==> src/rtl/adventure_move_sequencer.sv <==
`default_nettype none
// ============================================================================
//  Module      : adventure_move_sequencer
//  Description : Scripted player for the adventure_game FSM. Holds a loadable
//                move script, pulses the game reset, then issues one move per
//                FETCH/DRIVE/CHECK step and ends the run on WIN, DIE, an
//                end-of-script marker or the last script entry.
//  Options     : ADV_SEQ_ONEHOT_CHECK_EN - abort the run with err=1 on script
//                entries that are neither one-hot, 4'b0000 nor 4'b1111.
//  Revision    : 1.0 - initial release
// ============================================================================
module adventure_move_sequencer #(
   parameter int DEPTH      = 16,
   parameter int AW         = 4,
   parameter int RST_CYCLES = 2
) (
   input  logic          clk,
   input  logic          reset,
   input  logic          wr_en,
   input  logic [AW-1:0] wr_addr,
   input  logic [3:0]    wr_data,
   input  logic          start,
   input  logic          WIN,
   input  logic          DIE,
   output logic          game_reset,
   output logic          N,
   output logic          S,
   output logic          E,
   output logic          W,
   output logic          busy,
   output logic          done,
   output logic [1:0]    result,
   output logic [AW:0]   move_count,
   output logic          err
);

   localparam logic [2:0] S_IDLE   = 3'd0;
   localparam logic [2:0] S_GRST   = 3'd1;
   localparam logic [2:0] S_FETCH  = 3'd2;
   localparam logic [2:0] S_DRIVE  = 3'd3;
   localparam logic [2:0] S_CHECK  = 3'd4;
   localparam logic [2:0] S_FINISH = 3'd5;

   localparam logic [1:0] RES_NONE = 2'b00;
   localparam logic [1:0] RES_WIN  = 2'b01;
   localparam logic [1:0] RES_DIE  = 2'b10;
   localparam logic [1:0] RES_END  = 2'b11;

   localparam logic [3:0] END_MARK = 4'b1111;

   // Counter wide enough to hold RST_CYCLES-1
   localparam int CW = (RST_CYCLES > 1) ? $clog2(RST_CYCLES) : 1;
   localparam logic [CW-1:0] GRST_LAST = CW'(RST_CYCLES - 1);
   localparam logic [AW-1:0] PTR_LAST  = AW'(DEPTH - 1);

   logic [3:0]    mem_q [DEPTH];

   logic [2:0]    state_q, state_d;
   logic [AW-1:0] ptr_q, ptr_d;
   logic [3:0]    entry_q, entry_d;
   logic [CW-1:0] cnt_q, cnt_d;
   logic [1:0]    result_q, result_d;
   logic [AW:0]   move_count_q, move_count_d;

   logic [3:0]    mem_rd;

   assign mem_rd = mem_q[ptr_q];

`ifdef ADV_SEQ_ONEHOT_CHECK_EN
   logic err_q, err_d;
   logic illegal_entry;

   // Anything with two or three direction bits set cannot be a real move
   assign illegal_entry = (mem_rd != 4'b0000) && ($countones(mem_rd) != 1);
   assign err           = err_q;
`else
   assign err = 1'b0;
`endif

   // Script storage: writable only while no run is in progress, never reset
   always_ff @(posedge clk) begin
      if (wr_en && !busy) begin
         mem_q[wr_addr] <= wr_data;
      end
   end

   // Run sequencing: next-state and result bookkeeping
   always_comb begin
      state_d      = state_q;
      ptr_d        = ptr_q;
      entry_d      = entry_q;
      cnt_d        = cnt_q;
      result_d     = result_q;
      move_count_d = move_count_q;
`ifdef ADV_SEQ_ONEHOT_CHECK_EN
      err_d        = err_q;
`endif
      case (state_q)
         S_IDLE: begin
            if (start) begin
               result_d     = RES_NONE;
               move_count_d = '0;
               ptr_d        = '0;
               cnt_d        = '0;
`ifdef ADV_SEQ_ONEHOT_CHECK_EN
               err_d        = 1'b0;
`endif
               state_d      = S_GRST;
            end
         end
         S_GRST: begin
            if (cnt_q == GRST_LAST) begin
               state_d = S_FETCH;
            end else begin
               cnt_d = cnt_q + CW'(1);
            end
         end
         S_FETCH: begin
            if (mem_rd == END_MARK) begin
               result_d = RES_END;
               state_d  = S_FINISH;
`ifdef ADV_SEQ_ONEHOT_CHECK_EN
            end else if (illegal_entry) begin
               result_d = RES_END;
               err_d    = 1'b1;
               state_d  = S_FINISH;
`endif
            end else begin
               entry_d = mem_rd;
               state_d = S_DRIVE;
            end
         end
         S_DRIVE: begin
            move_count_d = move_count_q + (AW+1)'(1);
            state_d      = S_CHECK;
         end
         S_CHECK: begin
            // DIE takes priority when the game reports both
            if (DIE) begin
               result_d = RES_DIE;
               state_d  = S_FINISH;
            end else if (WIN) begin
               result_d = RES_WIN;
               state_d  = S_FINISH;
            end else if (ptr_q == PTR_LAST) begin
               result_d = RES_END;
               state_d  = S_FINISH;
            end else begin
               ptr_d   = ptr_q + AW'(1);
               state_d = S_FETCH;
            end
         end
         S_FINISH: begin
            state_d = S_IDLE;
         end
         default: begin
            state_d = S_IDLE;
         end
      endcase
   end

   // State registers with synchronous reset; reset mid-run aborts silently
   always_ff @(posedge clk) begin
      if (reset) begin
         state_q      <= S_IDLE;
         ptr_q        <= '0;
         entry_q      <= '0;
         cnt_q        <= '0;
         result_q     <= RES_NONE;
         move_count_q <= '0;
`ifdef ADV_SEQ_ONEHOT_CHECK_EN
         err_q        <= 1'b0;
`endif
      end else begin
         state_q      <= state_d;
         ptr_q        <= ptr_d;
         entry_q      <= entry_d;
         cnt_q        <= cnt_d;
         result_q     <= result_d;
         move_count_q <= move_count_d;
`ifdef ADV_SEQ_ONEHOT_CHECK_EN
         err_q        <= err_d;
`endif
      end
   end

   // Outputs decoded from state so directions and game_reset cannot leak
   // outside their own states
   assign game_reset   = (state_q == S_GRST);
   assign {N, S, E, W} = (state_q == S_DRIVE) ? entry_q : 4'b0000;
   assign busy         = (state_q == S_GRST) || (state_q == S_FETCH) ||
                         (state_q == S_DRIVE) || (state_q == S_CHECK);
   assign done         = (state_q == S_FINISH);
   assign result       = result_q;
   assign move_count   = move_count_q;

endmodule
`default_nettype wire

==> config.mk <==
export PLATFORM = sky130hd
export DESIGN_NAME = adventure_move_sequencer
export DESIGN_NICKNAME = d
export VERILOG_FILES = /design/src/rtl/adventure_move_sequencer.sv
export SDC_FILE = /design/constraint.sdc
export NUM_CORES = 1
export LEC_CHECK = 0
export CORE_MARGIN = 2
export CORE_UTILIZATION = 25
export CTS_BUF_LIST = sky130_fd_sc_hd__clkbuf_8
export DETAILED_ROUTE_END_ITERATION = 10
export SKIP_CTS_REPAIR_TIMING = 1
export SLEW_MARGIN = 20
export SYNTH_ARGS = -nofsm -noshare
export SYNTH_HDL_FRONTEND = slang
export SYNTH_SLANG_ARGS = --single-unit
export TNS_END_PERCENT = 100
==> constraint.sdc <==
create_clock -name clk -period 4.73 [get_ports clk]
set_input_delay 0.7095 -clock clk [delete_from_list [all_inputs] [get_ports clk]]
set_output_delay 0.7095 -clock clk [all_outputs]
set_load 0.1 [all_outputs]
==> results of run 1 <==
[metrics by stage]
step | setup slack [ps] | hold WS, ps | area (µm²)
after floorplan | 1960 | 480 | 3650
after global placement | 1500 | 466 | 4080
after detailed placement | 1450 | 467 | 4080
after CTS | 1050 | 480 | 4260
after global routing | 820 | 519 | 4260
final | 1040 | 485 | 4260
[report_power, final]
part	total (µW)	switching (µW)	internal, µW
combinational	119	84.3	34.8
clock	466	269	197
sequential	838	8.51	830
[worst max-delay path: cells and delay by family, from the launching register on]
| kind | cells | cell delay [ps] |
|---|---|---|
| buffers and inverters | 1 | 1130 |
| flip-flops | 1 | 450 |
| AND/OR/NAND/NOR | 3 | 1050 |
[path summary, 6_finish.rpt]
kind | slack, ps | cells past startpoint | from | end
max | 1040 | 4 | state_q[2] | N
min | 480 | 1 | move_count[4] | move_count[4]
max reg2reg | 2020 | 5 | register | entry_q[2]
min reg2reg | 480 | 1 | move_count[4] | move_count[4]
[state kept, by name (all words and copies together), names as in the netlist, named ones only]
register,cells
cnt_q,1
entry_q,4
mem_q,64
move_count,5
ptr_q,4
result,2
state_q,3
[metal layers]
layer / track usage / vias to the layer above / share of wire / wire (µm)
met4: 0.0281 / 0 / 0.013 / 87
li1: - / 1022 / - / -
met3: 0.0318 / 8 / 0.057 / 390
met5: 0 / - / 0 / 0
met2: 0.139 / 74 / 0.45 / 3040
met1: 0.120 / 1050 / 0.48 / 3290
[placed cells by master, fill, tap and decap left out, types with 2 or more instances in the layout]
cell type and instances:
sky130_fd_sc_hd__a41oi_1 2, sky130_fd_sc_hd__nor2b_1 2, sky130_fd_sc_hd__ha_1 2, sky130_fd_sc_hd__mux4_1 7, sky130_fd_sc_hd__inv_1 5, sky130_fd_sc_hd__clkdlybuf4s50_1 27
sky130_fd_sc_hd__mux4_2 9, sky130_fd_sc_hd__a22oi_1 4, sky130_fd_sc_hd__a21oi_1 12, sky130_fd_sc_hd__clkbuf_8 9, sky130_fd_sc_hd__nand2_1 11, sky130_fd_sc_hd__nand3_1 7
sky130_fd_sc_hd__dfxtp_1 23, sky130_fd_sc_hd__mux2i_1 2, sky130_fd_sc_hd__nand4b_1 2, sky130_fd_sc_hd__nand4_1 3, sky130_fd_sc_hd__nor3_1 8, sky130_fd_sc_hd__and2_1 4
sky130_fd_sc_hd__nand3_2 3, sky130_fd_sc_hd__xor2_1 3, sky130_fd_sc_hd__edfxtp_1 64, sky130_fd_sc_hd__or3_1 2, sky130_fd_sc_hd__clkinv_2 2, sky130_fd_sc_hd__o221a_1 4
sky130_fd_sc_hd__a211oi_1 3, sky130_fd_sc_hd__nor2_1 31, sky130_fd_sc_hd__inv_6 2, sky130_fd_sc_hd__o21ai_0 5, sky130_fd_sc_hd__nand2b_1 5
[cells by family (layout without fill, tap and decap cells)]
| family | Yosys count | in the layout |
|---|---|---|
| muxes | 18 | 18 |
| xor gates and xnor gates | 3 | 3 |
| AOI/OAI and AO/OA | 40 | 40 |
| DFF | 87 | 87 |
| adders and majority gates | 2 | 2 |
| other | 1 | 1 |
| buffers and inverters | 16 | 48 |
| and+or+nand+nor | 81 | 81 |
[cell type report]
cell class,count,area (µm²)
inverters,5,18.8
well taps,184,230
clock buffers,9,124
multi-input cells,145,1180
fillers,1457,10200
flip-flops and latches,87,2380
clock inverters,7,55.1
repair buffers,27,270
==> impl.org, run 1 <==
** Outcome
- Run status :: complete, no violations

** Detailed routing
- Wire length reported by the detailed router :: 6820 µm
- The routed layout has 2154 vias.
- Using the TritonRoute via totals, the vias-per-cell ratio works out to 4.64.
- The detailed router finished its first iteration with 135 violations.
- Final ANT Viol Nets :: 0
- Per-cell routed wire length :: 14.7 µm
- First drt pass iteration count :: 4
- Total DRC errors in the routed layout :: 0

** Global route
- The initial antenna violation count came to 0.
- In the global route stage, overall resource usage came out at 0.0902.
- Maximum number of pins on one net before global-route repair :: 17
- Via count of the first global-routing pass :: 2104
- GRT Residual Overflow :: 0
- Wire length of the first global-routing pass :: 11000 µm

** Clock network
- Later-pin clock latency in the skew report :: 350 ps
- The H-tree generated during clock tree synthesis spans 3 levels.
- Total number of clock tree sinks :: 87
- TritonCTS built the clock tree.
- Clk slew on worst S/H paths :: 90 ps
- Number of clock buffers inserted by TritonCTS :: 9
- The cell sitting at the root of the clock tree is a sky130_fd_sc_hd__clkbuf_8.
- The clock passes through at most 2 buffers.

** Final layout
- Number of nets in the layout :: 291
- The area growth from synthesis to layout is 16.7%.
- Excluding fillers, the count of instances in the completed layout stands at 464.
- Final core occ :: 0.295
- Ratio of cells with drive above 1 in the final layout :: 0.111
- The number of antenna diodes in the final layout is 0.

** Floorplanning
- The core region is 0.0144 mm².
- Die Span Y :: 125 µm
- I/O pins :: 29
- Starting density of the core :: 0.253
- In this run the core area contains 44 standard-cell rows.
- The die is 125 µm wide.
- Die area :: 0.0156 mm²

** Worst setup path
- Critical path class :: reg2out
- WP data arrival :: 2980 ps
- At the worst endpoint, the required time is 4020 ps.
- The worst setup path is captured at an output pin.
- CP max-delay cell :: sky130_fd_sc_hd__clkdlybuf4s50_1
- The critical path goes through nand2b_1 -> nor2_1 -> and2_1 -> clkdlybuf4s50_1.
- On the worst path, the slowest cell contributes a delay of 1130 ps.
- Startpoint Class :: register
- In this run the worst path has a maximum fanout of 14.

** Logic synthesis
- Of the post-synthesis cell area, the part taken by muxes is 0.111.
- Mapped cell area :: 0.00365 mm²
- Post-synth ARST share :: 0
- Portion of synthesized cell area occupied by the leading cell type :: 0.527
- Dividing the synthesized area by the synthesized cell count gives 14.7 µm².
- Number of library cell types mapped by synthesis :: 45
- Of the synthesized area, sequential elements account for 0.653.
- Basic-gate share of the synthesized area counting and, or, nand and nor cells :: 0.111
- Cell type with the largest total area after synthesis :: sky130_fd_sc_hd__edfxtp_1
- Compound-Gate Fraction of Synth Area :: 0.0850
- Cell types with the largest area share after synthesis :: sky130_fd_sc_hd__edfxtp_1 (53%), sky130_fd_sc_hd__dfxtp_1 (13%), sky130_fd_sc_hd__mux4_2 (5.6%)
- Dominant synthesized flop cell :: sky130_fd_sc_hd__edfxtp_1
- Instance count of the mapped netlist :: 248
- In the post-synthesis netlist, the cell with the most instances is sky130_fd_sc_hd__edfxtp_1.
- After synthesis, the largest family of logic cells by area is multiplexers.
- Yosys mapped a number of flops with a built-in enable equal to 64.
- For this run, the number of Yosys warnings is 0.
- Of the total synthesized cell area, the portion taken by full adders, half adders and majority gates is 0.00686.
- FF+latch count, synth :: 87
- Most instantiated cells after synthesis :: sky130_fd_sc_hd__edfxtp_1 (64), sky130_fd_sc_hd__nor2_1 (31), sky130_fd_sc_hd__dfxtp_1 (23)
- The number of nets in the synthesized netlist is 264.
- Of the total synthesized cell area, the portion taken by XOR and XNOR cells is 0.00720.

** Placement
- The count of buffers added on input and output ports is 27.
- After legalization and detailed placement, the total HPWL measured 4750 µm.
- Routability congestion estimate from global placement :: 0.796
- In this run, placement finished with an instance count of 448.

** Timing
- For the final routed database, the setup TNS stands at 0 ps.
- Number of setup violations in the final report :: 0
- For the pin with the worst max-slew slack, the measured transition is 979 ps.
- Largest clock skew in the final design :: 8.64 ps
- Highest achievable clock rate :: 0.271 GHz
- Setup repair after global routing missed its margin :: false
- Post-route fraction of the period consumed by the critical path :: 0.781
- Rel. slew slack :: 0.346
- Number of pins with negative max-slew slack in the final report :: 0
- The number of hold-slack violations in the final timing report was 0.
- After layout, the minimum clock period comes to 3690 ps.

** Pwr
- Worst vdd ir :: 0.157 mV
- Overall power consumption after layout is estimated at 1420 µW.
- Static power due to leakage :: 0.00133 µW
- Power density over the cells :: 334 mW/mm²

** Run
- Max Cap Violations :: 0

** Hold path
- The worst hold path belongs to the class reg2reg.
Power figures use the tool's default switching activity.
==> run 2: changes to the inputs <==
==> constraint.sdc (replaced) <==
create_clock -name clk -period 3 [get_ports clk]
set_input_delay 0.45 -clock clk [delete_from_list [all_inputs] [get_ports clk]]
set_output_delay 0.45 -clock clk [all_outputs]
set_load 0.1 [all_outputs]
==> run 2 against run 1 <==
Against the previous run:
- register-to-register slack got worse by 1500 ps
- setup slack got worse by 670 ps
- clock-buffer cell count did not move
- clock skew barely moved
- sequential power rose by 58%
- sequential share of layout area rose by 0.15 points
- hold slack improved by 3.7 ps
- first-iteration DRC count rose by 47%
- core utilization fell by 0.078 points
- critical path depth did not move
- largest cell class unchanged
- via count rose by 1.8%
- combinational power rose by 59%
==> impl.org, run 2 (synthesis gave the netlist of run 1 again) <==
** Timing
- Highest achievable clock rate :: 0.380 GHz
- Rel. slew slack :: 0.532 (was 0.346)
- The transition time at the pin with the least slew margin is 700 ps (was 979 ps).
- Number of pins with negative max-slew slack in the final report :: 0 (unchanged)
- Setup repair after global routing missed its margin: false (unchanged).
- Number of setup violations in the final report :: 0 (unchanged)
- The number of hold-slack violations in the final timing report was 0 (unchanged).
- After layout, the minimum clock period comes to 2630 ps.
- Largest clock skew in the final design :: 8.50 ps (was 8.64 ps)
- Post-route fraction of the period consumed by the critical path :: 0.877
- Setup total negative slack :: 0 ps (unchanged)

** Clock network
- The clock root buffer was sky130_fd_sc_hd__clkbuf_8 (unchanged).
- Number of buffers between clock root and the deepest sink :: 2 (unchanged)
- The number of sinks on the clock net was 87 (unchanged).
- Number of clock buffers inserted by TritonCTS :: 9 (unchanged)
- H-tree depth :: 3 (unchanged)
- The insertion delay to the later sink of the worst-skew pair is 360 ps (was 350 ps).
- The CTS clock-pin slew for the worst setup and hold paths is 90 ps (about the same).
- Clock tree from TritonCTS :: done (unchanged)

** Detailed routing
- Final ANT Viol Nets :: 0 (unchanged)
- Post-detailed-route via-to-cell ratio :: 4.69 (was 4.64)
- The first-pass detailed-route iteration total came to 4 (unchanged).
- Wire length reported by the detailed router :: 7340 µm (was 6820 µm)
- The remaining routing DRC violations came to 0 (unchanged).
- Vias after detailed routing :: 2192 (was 2154)
- Drt first-iter violations :: 199 (was 135)
- Per-cell routed wire length :: 15.7 µm (was 14.7 µm)

** Worst setup path
- Largest fanout on the critical path :: 12 (was 14)
- The worst reg2reg path endpoint is mem_q[0][3] (was entry_q[2]).
- The count of cells along the worst register-to-register path came to 5 (unchanged).
- The worst endpoint required time is 2550 ps (was 4020 ps).
- Critical path class :: reg2out (unchanged)
- Startpoint Class :: register (unchanged)
- Reg-to-reg startpoint :: state_q[0]
- The data arrival time of the critical path was 2180 ps (was 2980 ps).
- The reg2reg setup slack came to 520 ps (was 2020 ps).
- The nature of the critical path endpoint was an output pin (unchanged).

** Pwr
- The power share of the sequential group is 0.588 (was 0.589).
- Worst vdd ir :: 0.204 mV (was 0.157 mV)
- Clock power share :: 0.328 (about the same)
- The internal power of the cells came to 1670 µW (was 1060 µW).
- The switching power as a share of total power is 0.256 (was 0.254).
- Power spent charging and discharging nets :: 576 µW (was 362 µW)
- The fraction of power consumed by combinational cells is 0.084 (about the same).
- Power density over the cells :: 529 mW/mm² (was 334 mW/mm²)
- Static power due to leakage :: 0.00137 µW (was 0.00133 µW)
- The post-route total power came to 2250 µW (was 1420 µW).

** Final layout
- Area added between synthesis and finish :: 16.4% (was 16.7%)
- Register with the most flip-flops :: mem_q (unchanged)
- The final net count was 294 (was 291).
- Ratio of cells with drive above 1 in the final layout :: 0.166 (was 0.111)
- # fillers :: 1461 (was 1457)
- Combined area of the multi-input logic cells :: 0.00118 mm² (unchanged)
- Max reg flops :: 64 (unchanged)
- The leading cell type in the layout, fill and taps excluded is sky130_fd_sc_hd__edfxtp_1 (unchanged).
- The register area was 0.00238 mm² (unchanged).
- The count of non-filler cells in the finished layout came to 467 (was 464).
- Leading cell types in the layout, fill and taps excluded: sky130_fd_sc_hd__edfxtp_1 (64), sky130_fd_sc_hd__nor2_1 (31), sky130_fd_sc_hd__dfxtp_1 (23) (was sky130_fd_sc_hd__edfxtp_1 (64), sky130_fd_sc_hd__nor2_1 (31), sky130_fd_sc_hd__clkdlybuf4s50_1 (27)).
- The antenna diode count was 0 (unchanged).

** Placement
- Port Buffer Count :: 27 (unchanged)
- Count of placed standard cells including taps :: 451 (was 448)
- The placer congestion estimate came to 0.760 (was 0.796).
- The estimated wirelength of the detail-placed design came to 5140 µm (was 4750 µm).

** Floorplanning
- Die Span Y :: 125 µm (unchanged)
- Die area :: 0.0156 mm² (unchanged)
- The die boundary width came to 125 µm (unchanged).
- The initial cell density of the core was 0.253 (unchanged).
- The placement row count came to 44 (unchanged).
- Core outline area :: 0.0144 mm² (unchanged)
- I/O pins :: 29 (unchanged)

** Hold path
- Worst hold endpoint :: move_count[4] (unchanged)
- Beginning of the worst hold path :: move_count[4] (unchanged)
- Worst Hold Depth :: 1 (unchanged)
- Worst hold path class :: reg2reg (unchanged)

** Global route
- The global router's overall resource usage came to 0.0986 (was 0.0902).
- The number of global-route vias before repair came to 2179 (was 2104).
- The initial antenna violation count is 0 (unchanged).
- The pin count of the biggest net entering global routing came to 17 (unchanged).
- The global-route wire length before repair was 11900 µm (was 11000 µm).
- GRT Residual Overflow :: 0 (unchanged)

** Run
- Max Cap Violations :: 0 (unchanged)

** Outcome
- Run status: complete, no violations (unchanged).
## run 2: worst max path at each step
stage | from | to | slack [ps] | cells after the start
3_5_place_dp | state_q[0] | mem_q[0][1] | 620 | 5
6_report | state_q[0] | E | 370 | 4
4_1_cts | state_q[0] | E | 380 | 4
2_1_floorplan | state_q[0] | game_reset | 490 | 3
5_1_grt | state_q[0] | E | 120 | 4
3_3_place_gp | state_q[0] | mem_q[0][1] | 640 | 5
## run 2: power by group through the flow
stage               Clock [µW]  Combinational, µW  Sequential (µW)
finish                     736                189             1320
global placement             0                187             1350
CTS                        774                189             1320
floorplan                    0                108             1360
detailed placement           0                189             1350
global route               819                204             1330
## run 2: stage by stage
step                      hold WS, ps   util  area (µm²)  setup slack, ps
final                             488  0.294        4250              370
after global routing              520  0.294        4250              118
after CTS                         496  0.294        4250              380
after detailed placement          479  0.282        4070              621
after global placement            464  0.282        4070              642
after floorplan                   480      -        3650              494
## run 2: final cells by class
type / instances / area share
Sequential cell: 87 / 0.561
Tap cell: 184 / 0.0542
Multi-Input combinational cell: 145 / 0.277
Timing Repair Buffer: 30 / 0.0607
Inverter: 5 / 0.00442
Clock inverter: 7 / 0.0133
Clock buffer: 9 / 0.0292
## run 2: metal layers
layer | global-route usage | vias up | part of all wire
met3 | 0.0361 | 10 | 0.049
met2 | 0.156 | 56 | 0.47
met1 | 0.126 | 1099 | 0.47
met5 | 0 | - | 0
met4 | 0.0333 | 0 | 0.015
li1 | - | 1027 | -
## run 2: worst max-delay path, stage by stage, from the launching register on
cell	delay, ps
sky130_fd_sc_hd__dfxtp_1	530
sky130_fd_sc_hd__nand2b_1	170
sky130_fd_sc_hd__nor2_1	570
sky130_fd_sc_hd__and2_1	250
sky130_fd_sc_hd__buf_4	300
